[config.mk]
export PLATFORM = sky130hd
export DESIGN_NAME = mips_multicycle_core
export DESIGN_NICKNAME = d
export VERILOG_FILES = /design/src/rtl/mips_multicycle_core.sv
export SDC_FILE = /design/constraint.sdc
export NUM_CORES = 1
export LEC_CHECK = 0
export CORE_ASPECT_RATIO = 0.7
export CORE_UTILIZATION = 40
export CTS_BUF_LIST = sky130_fd_sc_hd__clkbuf_4 sky130_fd_sc_hd__clkbuf_8
export CTS_CLUSTER_DIAMETER = 100
export DETAILED_ROUTE_END_ITERATION = 6
export MAX_ROUTING_LAYER = met4
export PLACE_DENSITY = 0.55
export SLEW_MARGIN = 20
export SYNTH_ARGS = -nofsm -noshare
export SYNTH_HDL_FRONTEND = slang
export SYNTH_SLANG_ARGS = --single-unit
[constraint.sdc]
create_clock -name clk -period 8.7 [get_ports clk]
set_clock_uncertainty 0.2 [all_clocks]
set_input_delay 1.305 -clock clk [delete_from_list [all_inputs] [get_ports clk]]
set_output_delay 1.305 -clock clk [all_outputs]
set_load 0.02 [all_outputs]
[src/rtl/mips_multicycle_core.sv]
// Multicycle MIPS-subset core: 16 registers, word-addressed imem, stalling dmem handshake.
// Optional macro MIPS_MC_RETIRE_CNT_EN adds a 32-bit retired-instruction counter output.
//
// state    | meaning
// FETCH    | latch imem_data into IR, pc+1
// DECODE   | read rs/rt into A/B, trap illegal opcodes
// EXEC     | ALU op, address calc, branch/jump resolution
// MEM      | hold dmem request until dmem_ready
// WB       | write ALU result or load data to rd/rt
// HALT     | stopped on illegal instruction until rst
module mips_multicycle_core #(
    parameter int DATA_W = 16,
    parameter int PC_W   = 10
) (
    input  logic              clk,
    input  logic              rst,
    output logic [PC_W-1:0]   imem_addr,
    input  logic [31:0]       imem_data,
    output logic              dmem_req,
    output logic              dmem_we,
    output logic [DATA_W-1:0] dmem_addr,
    output logic [DATA_W-1:0] dmem_wdata,
    input  logic [DATA_W-1:0] dmem_rdata,
    input  logic              dmem_ready,
    output logic [PC_W-1:0]   pc,
    output logic              halted
`ifdef MIPS_MC_RETIRE_CNT_EN
    ,
    output logic [31:0]       retired
`endif
);

    localparam logic [5:0] OP_RTYPE = 6'b000000;
    localparam logic [5:0] OP_ADDI  = 6'b001000;
    localparam logic [5:0] OP_ANDI  = 6'b001100;
    localparam logic [5:0] OP_ORI   = 6'b001101;
    localparam logic [5:0] OP_LW    = 6'b100011;
    localparam logic [5:0] OP_SW    = 6'b101011;
    localparam logic [5:0] OP_BEQ   = 6'b000100;
    localparam logic [5:0] OP_BNE   = 6'b000101;
    localparam logic [5:0] OP_J     = 6'b000010;

    typedef enum logic [2:0] {
        S_FETCH, S_DECODE, S_EXEC, S_MEM, S_WB, S_HALT
    } state_t;

    state_t             r_state, w_state_nxt;
    logic [PC_W-1:0]    r_pc;
    logic [31:0]        r_ir;
    logic [DATA_W-1:0]  r_a, r_b, r_alu, r_mdr;
    logic [DATA_W-1:0]  r_regs [16];

    logic [5:0]         w_op, w_func;
    logic [3:0]         w_rs, w_rt, w_rd, w_shamt, w_dest;
    logic [15:0]        w_imm;
    logic [9:0]         w_jaddr;
    logic [DATA_W-1:0]  w_imm_sx, w_imm_zx, w_alu, w_rs_val, w_rt_val;
    logic [PC_W-1:0]    w_imm_pc, w_jaddr_pc;
    logic               w_legal, w_is_mem, w_is_ctrl, w_taken;
    logic               w_unused_ir;

    assign w_op        = r_ir[31:26];
    assign w_rs        = r_ir[25:22];
    assign w_rt        = r_ir[21:18];
    assign w_rd        = r_ir[17:14];
    assign w_shamt     = r_ir[13:10];
    assign w_func      = r_ir[9:4];
    assign w_imm       = r_ir[17:2];
    assign w_jaddr     = r_ir[25:16];
    assign w_unused_ir = ^r_ir[1:0];

    assign w_imm_sx   = DATA_W'($signed(w_imm));
    assign w_imm_zx   = DATA_W'(w_imm);
    assign w_imm_pc   = PC_W'($signed(w_imm));
    assign w_jaddr_pc = PC_W'(w_jaddr);
    assign w_dest     = (w_op == OP_RTYPE) ? w_rd : w_rt;
    assign w_rs_val   = (w_rs == 4'd0) ? '0 : r_regs[w_rs];
    assign w_rt_val   = (w_rt == 4'd0) ? '0 : r_regs[w_rt];
    assign w_is_mem   = (w_op == OP_LW) || (w_op == OP_SW);
    assign w_is_ctrl  = (w_op == OP_BEQ) || (w_op == OP_BNE) || (w_op == OP_J);
    assign w_taken    = ((w_op == OP_BEQ) && (r_a == r_b)) ||
                        ((w_op == OP_BNE) && (r_a != r_b));

    // Legality is judged from IR in DECODE; the ALU result is consumed in EXEC.
    always_comb begin
        w_legal = 1'b0;
        w_alu   = '0;
        case (w_op)
            OP_RTYPE: begin
                w_legal = 1'b1;
                case (w_func)
                    6'b100000: w_alu = r_a + r_b;
                    6'b100010: w_alu = r_a - r_b;
                    6'b100100: w_alu = r_a & r_b;
                    6'b100101: w_alu = r_a | r_b;
                    6'b101010: w_alu = {{(DATA_W-1){1'b0}}, ($signed(r_a) < $signed(r_b))};
                    6'b000000: w_alu = r_b << w_shamt;
                    6'b000010: w_alu = r_b >> w_shamt;
                    default:   w_legal = 1'b0;
                endcase
            end
            OP_ADDI, OP_LW, OP_SW: begin
                w_legal = 1'b1;
                w_alu   = r_a + w_imm_sx;
            end
            OP_ANDI: begin
                w_legal = 1'b1;
                w_alu   = r_a & w_imm_zx;
            end
            OP_ORI: begin
                w_legal = 1'b1;
                w_alu   = r_a | w_imm_zx;
            end
            OP_BEQ, OP_BNE, OP_J: w_legal = 1'b1;
            default: w_legal = 1'b0;
        endcase
    end

    always_comb begin
        w_state_nxt = r_state;
        case (r_state)
            S_FETCH:  w_state_nxt = S_DECODE;
            S_DECODE: w_state_nxt = w_legal ? S_EXEC : S_HALT;
            S_EXEC:   w_state_nxt = w_is_mem ? S_MEM : (w_is_ctrl ? S_FETCH : S_WB);
            S_MEM:    if (dmem_ready) w_state_nxt = (w_op == OP_LW) ? S_WB : S_FETCH;
            S_WB:     w_state_nxt = S_FETCH;
            default:  w_state_nxt = S_HALT;
        endcase
    end

    always_ff @(posedge clk) begin
        if (rst) r_state <= S_FETCH;
        else     r_state <= w_state_nxt;
    end

    always_ff @(posedge clk) begin
        if (rst) begin
            r_pc  <= '0;
            r_ir  <= '0;
            r_a   <= '0;
            r_b   <= '0;
            r_alu <= '0;
            r_mdr <= '0;
            for (int i = 0; i < 16; i++) r_regs[i] <= '0;
        end else begin
            case (r_state)
                S_FETCH: begin
                    r_ir <= imem_data;
                    r_pc <= r_pc + 1'b1;
                end
                S_DECODE: begin
                    r_a <= w_rs_val;
                    r_b <= w_rt_val;
                end
                S_EXEC: begin
                    r_alu <= w_alu;
                    if (w_taken)         r_pc <= r_pc + w_imm_pc;
                    else if (w_op == OP_J) r_pc <= w_jaddr_pc;
                end
                S_MEM: if (dmem_ready) r_mdr <= dmem_rdata;
                S_WB: if (w_dest != 4'd0) r_regs[w_dest] <= (w_op == OP_LW) ? r_mdr : r_alu;
                default: ;
            endcase
        end
    end

`ifdef MIPS_MC_RETIRE_CNT_EN
    always_ff @(posedge clk) begin
        if (rst)
            retired <= '0;
        else if ((w_state_nxt == S_FETCH) &&
                 ((r_state == S_EXEC) || (r_state == S_MEM) || (r_state == S_WB)))
            retired <= retired + 32'd1;
    end
`endif

    assign imem_addr  = r_pc;
    assign pc         = r_pc;
    assign halted     = (r_state == S_HALT);
    assign dmem_req   = (r_state == S_MEM);
    assign dmem_we    = (r_state == S_MEM) && (w_op == OP_SW);
    assign dmem_addr  = r_alu;
    assign dmem_wdata = r_b;

endmodule

=== Word level (Yosys, flattened, before mapping) ===
Memory sizes are Yosys's and may differ from the RTL's. A register that Yosys moved wholly into a read port is not among the register bits.
Cells that the tools add are included.

* Bits in registers: 109
* RAM bits: 256
* Output and inout bits: 55
* Word-level logic and storage cells: 93
* Memories: 1

* Add/subtract/negate cells: 5
* Order comparisons: 1
* Equal/unequal tests: 23
* Shift operators: 2
* Muxes and demuxes: 30
* Bitwise operators: 4
* Reductions and logical operators: 20

{| class="wikitable"
|+ Memory list
! name !! words !! bits a word !! read ports !! clocked after memory_dff !! write ports !! line !! RTL
|-
| r_regs || 16 || 16 || 2 || 2 || 16 || 51 || <nowiki>logic [DATA_W-1:0] r_regs [16];</nowiki>
|}

{| class="wikitable"
|+ Operator list
! cell !! number
|-
| one-hot mux 16 bit (7 select lines) || 1
|-
| two-way mux 16 bit || 4
|-
| one-hot mux 16 bit (4 select lines) || 1
|-
| == test 6 bit (second input constant) || 7
|-
| adder 16 bit || 2
|-
| bitwise AND 16 bit || 2
|-
| OR 16 bit || 2
|-
| two-way mux 4 bit || 6
|-
| two-way mux 10 bit || 2
|-
| one-hot mux 10 bit (2 select lines) || 1
|-
| == test 6 x 4 -> 1 bit (second input constant) || 3
|-
| == test 16 bit || 1
|-
| < comparator 16 bit || 1
|-
| != test 16 bit || 1
|-
| OR reduction 16 bit || 1
|-
| << shifter 16 x 4 -> 16 bit || 1
|-
| right shift 16 x 4 -> 16 bit || 1
|-
| subtractor 16 bit || 1
|-
| two-way mux 3 bit || 5
|-
| one-hot mux 3 bit (5 select lines) || 1
|-
| == test 6 x 2 -> 1 bit (second input constant) || 2
|-
| == test 6 x 3 -> 1 bit (second input constant) || 2
|-
| zero test 6 bit || 2
|-
| adder 10 x 1 -> 10 bit (second input constant) || 1
|-
| other kinds (18) || 34
|}

=== Longest topological paths before layout ===
* Word-level depth: 9
* Mapped depth: 13
* Depth with buffers taken out: 11

=== Worst setup path after synthesis ===
Ideal clock, no wire load.

* Path type: input port to flip-flop
* Start: input rst
* End: memory r_regs[4][0], enable pin
* Arrival time: 2.841 ns
* Required time: 8.128 ns
* Slack: 5.288 ns
* Stages: 7
* Buffers on the path: 3
* Cell sequence: clkbuf_1 inv_1 nand4_1 or3_1 clkbuf_1 clkbuf_1 nand2_1

{| class="wikitable"
|+ RTL lines
! what !! line !! RTL
|-
| start, declared || 16 || <nowiki>input logic rst,</nowiki>
|-
| end, declared || 51 ||
|}

=== Final worst setup path ===
* Start: register r_b[0], in the netlist dmem_wdata[0]
* End: register r_alu[10], in the netlist dmem_addr[10]

* Cells in the longest elaborated chain, start to end: 3

{| class="wikitable"
|+ RTL lines
! what !! line !! RTL
|-
| start, declared || 50 || <nowiki>logic [DATA_W-1:0] r_a, r_b, r_alu, r_mdr;</nowiki>
|-
| start signal, assigned || 153 || <nowiki>r_b <= w_rt_val;</nowiki>
|-
| subtractor 16 bit, or another cell as far along || 93 || <nowiki>6'b100010: w_alu = r_a - r_b;</nowiki>
|-
| one-hot mux 16 bit (7 select lines) (*) || 91 || <nowiki>case (w_func)</nowiki>
|-
| one-hot mux 16 bit (4 select lines) (*) || 88 || <nowiki>case (w_op)</nowiki>
|-
| end signal, assigned || 156 || <nowiki>r_alu <= w_alu;</nowiki>
|-
| end, declared || 50 ||
|}

Mark *: on every way between the ends. The rest lies on a longest branch, timed or not.
A chain may end at the register's enable or synchronous reset.

==> impl_metrics.env <==
export IMPL_clkPwrFrac_pct=22.2
export IMPL_timing_setup_tns_ns=0
export IMPL_worst_slack_ns=4.26
export IMPL_seqPwrFrac_pct=32.2
export IMPL_fp_dieH_um=202
export IMPL_start_util_pct=41.0
export IMPL_maxSlewHeadroom_pct=19.6
export IMPL_first_pass_iters=7
export IMPL_pre_cts_slack_ns=3.89
export IMPL_htree_levels=2
export IMPL_outcome="finished with violations"
export IMPL_final_cell_mix="391 x nor2_1, 256 x edfxtp_1, 201 x nand2_1"
export IMPL_synth_edff_count=256
export IMPL_vias=18290
export IMPL_path_cells="ha_1, inv_1, fa_1, nor2b_1, o2111ai_1, a21oi_1, o32ai_1, a211o_1, and3_1, o31ai_1, a21oi_1"
export IMPL_startpoint_type="flop"
export IMPL_core_um2=55900
export IMPL_synth_ff_type="edfxtp_1"
export IMPL_p_int_w=0.00421
export IMPL_cap_violations=0
export IMPL_hold_path_class="reg -> reg"
export IMPL_worstSetupPathType="reg -> reg"
export IMPL_grt_ovfl_total=0
export IMPL_cts_setup_buffers=0
export IMPL_vias_per_cell=6.14
export IMPL_path_max_fanout=10
export IMPL_netlist_area_um2=22900
export IMPL_hpwl_um=57100
export IMPL_clock_sinks=371
export IMPL_path_common_cell="a21oi_1"
export IMPL_avgSynthCellArea_um2=10.8
export IMPL_rsz0062_at_grt="false"
export IMPL_ios=106
export IMPL_antenna_found_initial=3
export IMPL_grt_max_degree=65
export IMPL_place_port_buffers=103
export IMPL_p_comb_share_pct=45.6
export IMPL_routabilityCongestion=1.02
export IMPL_cts_buffers=60
export IMPL_path_clk_slew_ns=0.06
export IMPL_cts_resized=0
export IMPL_cts_path_max_buffers=3
export IMPL_die_w_um=288
export IMPL_yosysWarningCount=0
export IMPL_critPathSlowestCell="a21oi_1"
export IMPL_swShare_pct=43.3
export IMPL_first_iter_violations=2233
export IMPL_synthCells=2122
export IMPL_synth_distinct_cells=97
export IMPL_p_per_area_nw_per_um2=288
export IMPL_cts_hold_fix_buffers=0
export IMPL_crit_path_end_kind="flop"
export IMPL_cp_arrival_ns=4.77
export IMPL_die_area_um2=58200
export IMPL_critPathRequiredTime_ns=9.03
export IMPL_leakage_nw=8.61
export IMPL_area_growth_pct=12.7
export IMPL_drc=20
export IMPL_ir_worst_vdd_uv=141
export IMPL_root_buffer="clkbuf_8"
export IMPL_violations="design-rule violations"
export IMPL_wl_per_cell_um=27.6
export IMPL_rows=72
export IMPL_fmax_mhz=225
export IMPL_setup_viol_count_final=0
export IMPL_antenna_left=0
export IMPL_multiInputGateArea_um2=11900
export IMPL_netSwitchingPower_w=0.00321
export IMPL_wirelength_um=82200
export IMPL_seq_area_frac_synth_pct=43.6
export IMPL_n_fill_cell=5263
export IMPL_final_common_cell="nor2_1"
export IMPL_grt_pass1_wl_um=119000
export IMPL_period_share_pct=51.0
export IMPL_hold_viol_final=0
export IMPL_cts_tree="done"
export IMPL_layout_drive_gt1_share_pct=17.2
export IMPL_nets=2334
export IMPL_synth_seq_cells=371
export IMPL_ff_latch_area_um2=10000
export IMPL_ys_async_sr_fraction_pct=0
export IMPL_clk_latency_ns=0.72
export IMPL_max_stage_delay_ns=0.74
export IMPL_final_min_clock_period_ns=4.44
export IMPL_worstMarginPinSlew_ns=1.20
export IMPL_grt_usage_pct=29.0
export IMPL_drv_slew=0
export IMPL_grt_pass1_vias=17287
==> cells by family after synthesis <==
| logic type | Yosys count | share of synthesized area [%] |
|---|---|---|
| buf+inv | 249 | 4.88 |
| other cells | 1 | 0.0164 |
| compound gates | 430 | 12.6 |
| xor+xnor | 21 | 0.803 |
| fa+ha+maj | 100 | 5.60 |
| mux | 219 | 18.8 |
| flops | 371 | 43.6 |
| simple gates | 731 | 13.7 |
==> synthesized netlist by cell type, types with 6 or more instances <==
| cell type | n | share of area [%] |
|---|---|---|
| a211o_1 | 6 | 0.23 |
| a211oi_1 | 29 | 0.95 |
| a21o_1 | 15 | 0.49 |
| a21oi_1 | 130 | 2.8 |
| a221oi_1 | 11 | 0.42 |
| a22oi_1 | 35 | 1.1 |
| a31oi_1 | 15 | 0.41 |
| and3_1 | 9 | 0.25 |
| buf_1 | 6 | 0.098 |
| buf_2 | 29 | 0.63 |
| buf_4 | 13 | 0.43 |
| clkbuf_1 | 111 | 1.8 |
| clkbuf_8 | 6 | 0.36 |
| dfxtp_1 | 115 | 10 |
| edfxtp_1 | 256 | 34 |
| ha_1 | 96 | 5.2 |
| inv_1 | 75 | 1.2 |
| mux2i_1 | 48 | 2.1 |
| mux4_2 | 169 | 17 |
| nand2_1 | 205 | 3.4 |
| nand2b_1 | 8 | 0.22 |
| nand3_1 | 22 | 0.48 |
| nor2_1 | 391 | 6.4 |
| nor2b_1 | 6 | 0.16 |
| nor3_1 | 30 | 0.66 |
| nor4_1 | 8 | 0.22 |
| o211ai_1 | 14 | 0.46 |
| o21ai_0 | 58 | 1.3 |
| o21ai_1 | 9 | 0.20 |
| o21bai_1 | 6 | 0.20 |
| o22ai_1 | 15 | 0.41 |
| o31a_1 | 6 | 0.23 |
| o31ai_1 | 10 | 0.33 |
| or2_2 | 6 | 0.16 |
| xnor2_1 | 16 | 0.61 |
==> critical path, delay by kind of cell (launching register included) <==
| kind | cells | cell delay (ns) |
|---|---|---|
| flops | 1 | 0.71 |
| fa+ha+maj | 2 | 0.85 |
| buf+inv | 1 | 0.09 |
| simple gates | 2 | 0.42 |
| compound gates | 6 | 1.98 |
==> state kept, by name (all words and copies together) (netlist names), named ones only <==
name / count
dmem_addr: 16
dmem_wdata: 16
imem_addr: 10
r_a: 16
r_ir: 30
r_mdr: 16
r_regs: 256
r_state: 3
==> power by group through the flow <==
| stage | combinational, W | clock (W) | sequential [W] |
|---|---|---|---|
| global placement | 0.00326 | 0 | 0.00241 |
| global route | 0.00362 | 0.00175 | 0.00241 |
| detailed placement | 0.00328 | 0 | 0.00242 |
| CTS | 0.00329 | 0.00168 | 0.00238 |
| finish | 0.00338 | 0.00165 | 0.00239 |
| floorplan | 0.00231 | 0 | 0.00224 |
==> final timing paths <==
| path | startpoint | slack [ns] | cells after the start | to |
|---|---|---|---|---|
| worst max-delay path | dmem_wdata[0]$_SDFFE_PP0N_ | 4.26 | 11 | dmem_addr[10]$_SDFFE_PP0P_ |
| worst min-delay path | r_mdr[6]$_SDFFE_PP0P_ | 0.26 | 2 | r_mdr[6]$_SDFFE_PP0P_ |
| worst max register to register | dmem_wdata[0]$_SDFFE_PP0N_ | 4.26 | 11 | dmem_addr[10]$_SDFFE_PP0P_ |
| worst min register to register | r_mdr[6]$_SDFFE_PP0P_ | 0.26 | 2 | r_mdr[6]$_SDFFE_PP0P_ |
==> routing by layer <==
metal	track usage, %	vias to the layer above	wire length [µm]
met2	38.1	955	33100
met5	-	-	0
met1	42.7	9219	37500
met4	6.08	0	1550
met3	9.83	103	10100
li1	-	8013	-
==> per-stage QoR <==
step,area (µm²),utilization (%),std cells,hold WS (ns),power (W)
floorplan,23000,-,2137,0.236,0.00455
finish,25800,46.2,2977,0.257,0.00742
detailed placement,24500,43.9,2861,0.250,0.00570
CTS,25800,46.2,2973,0.259,0.00735
global route,25800,46.2,2977,0.278,0.00778
global placement,24500,43.9,2861,0.243,0.00567
==> final cells by class <==
cell class,instances,area share [%]
Multi-Input combinational cell,1517,46.0
Sequential cell,371,38.7
Timing Repair Buffer,154,5.47
Clock buffer,93,4.38
Tap cell,740,3.59
Inverter,79,1.15
Clock inverter,19,0.640
Antenna cell,4,0.0388
No activity file was read; power rests on OpenSTA's default activity.
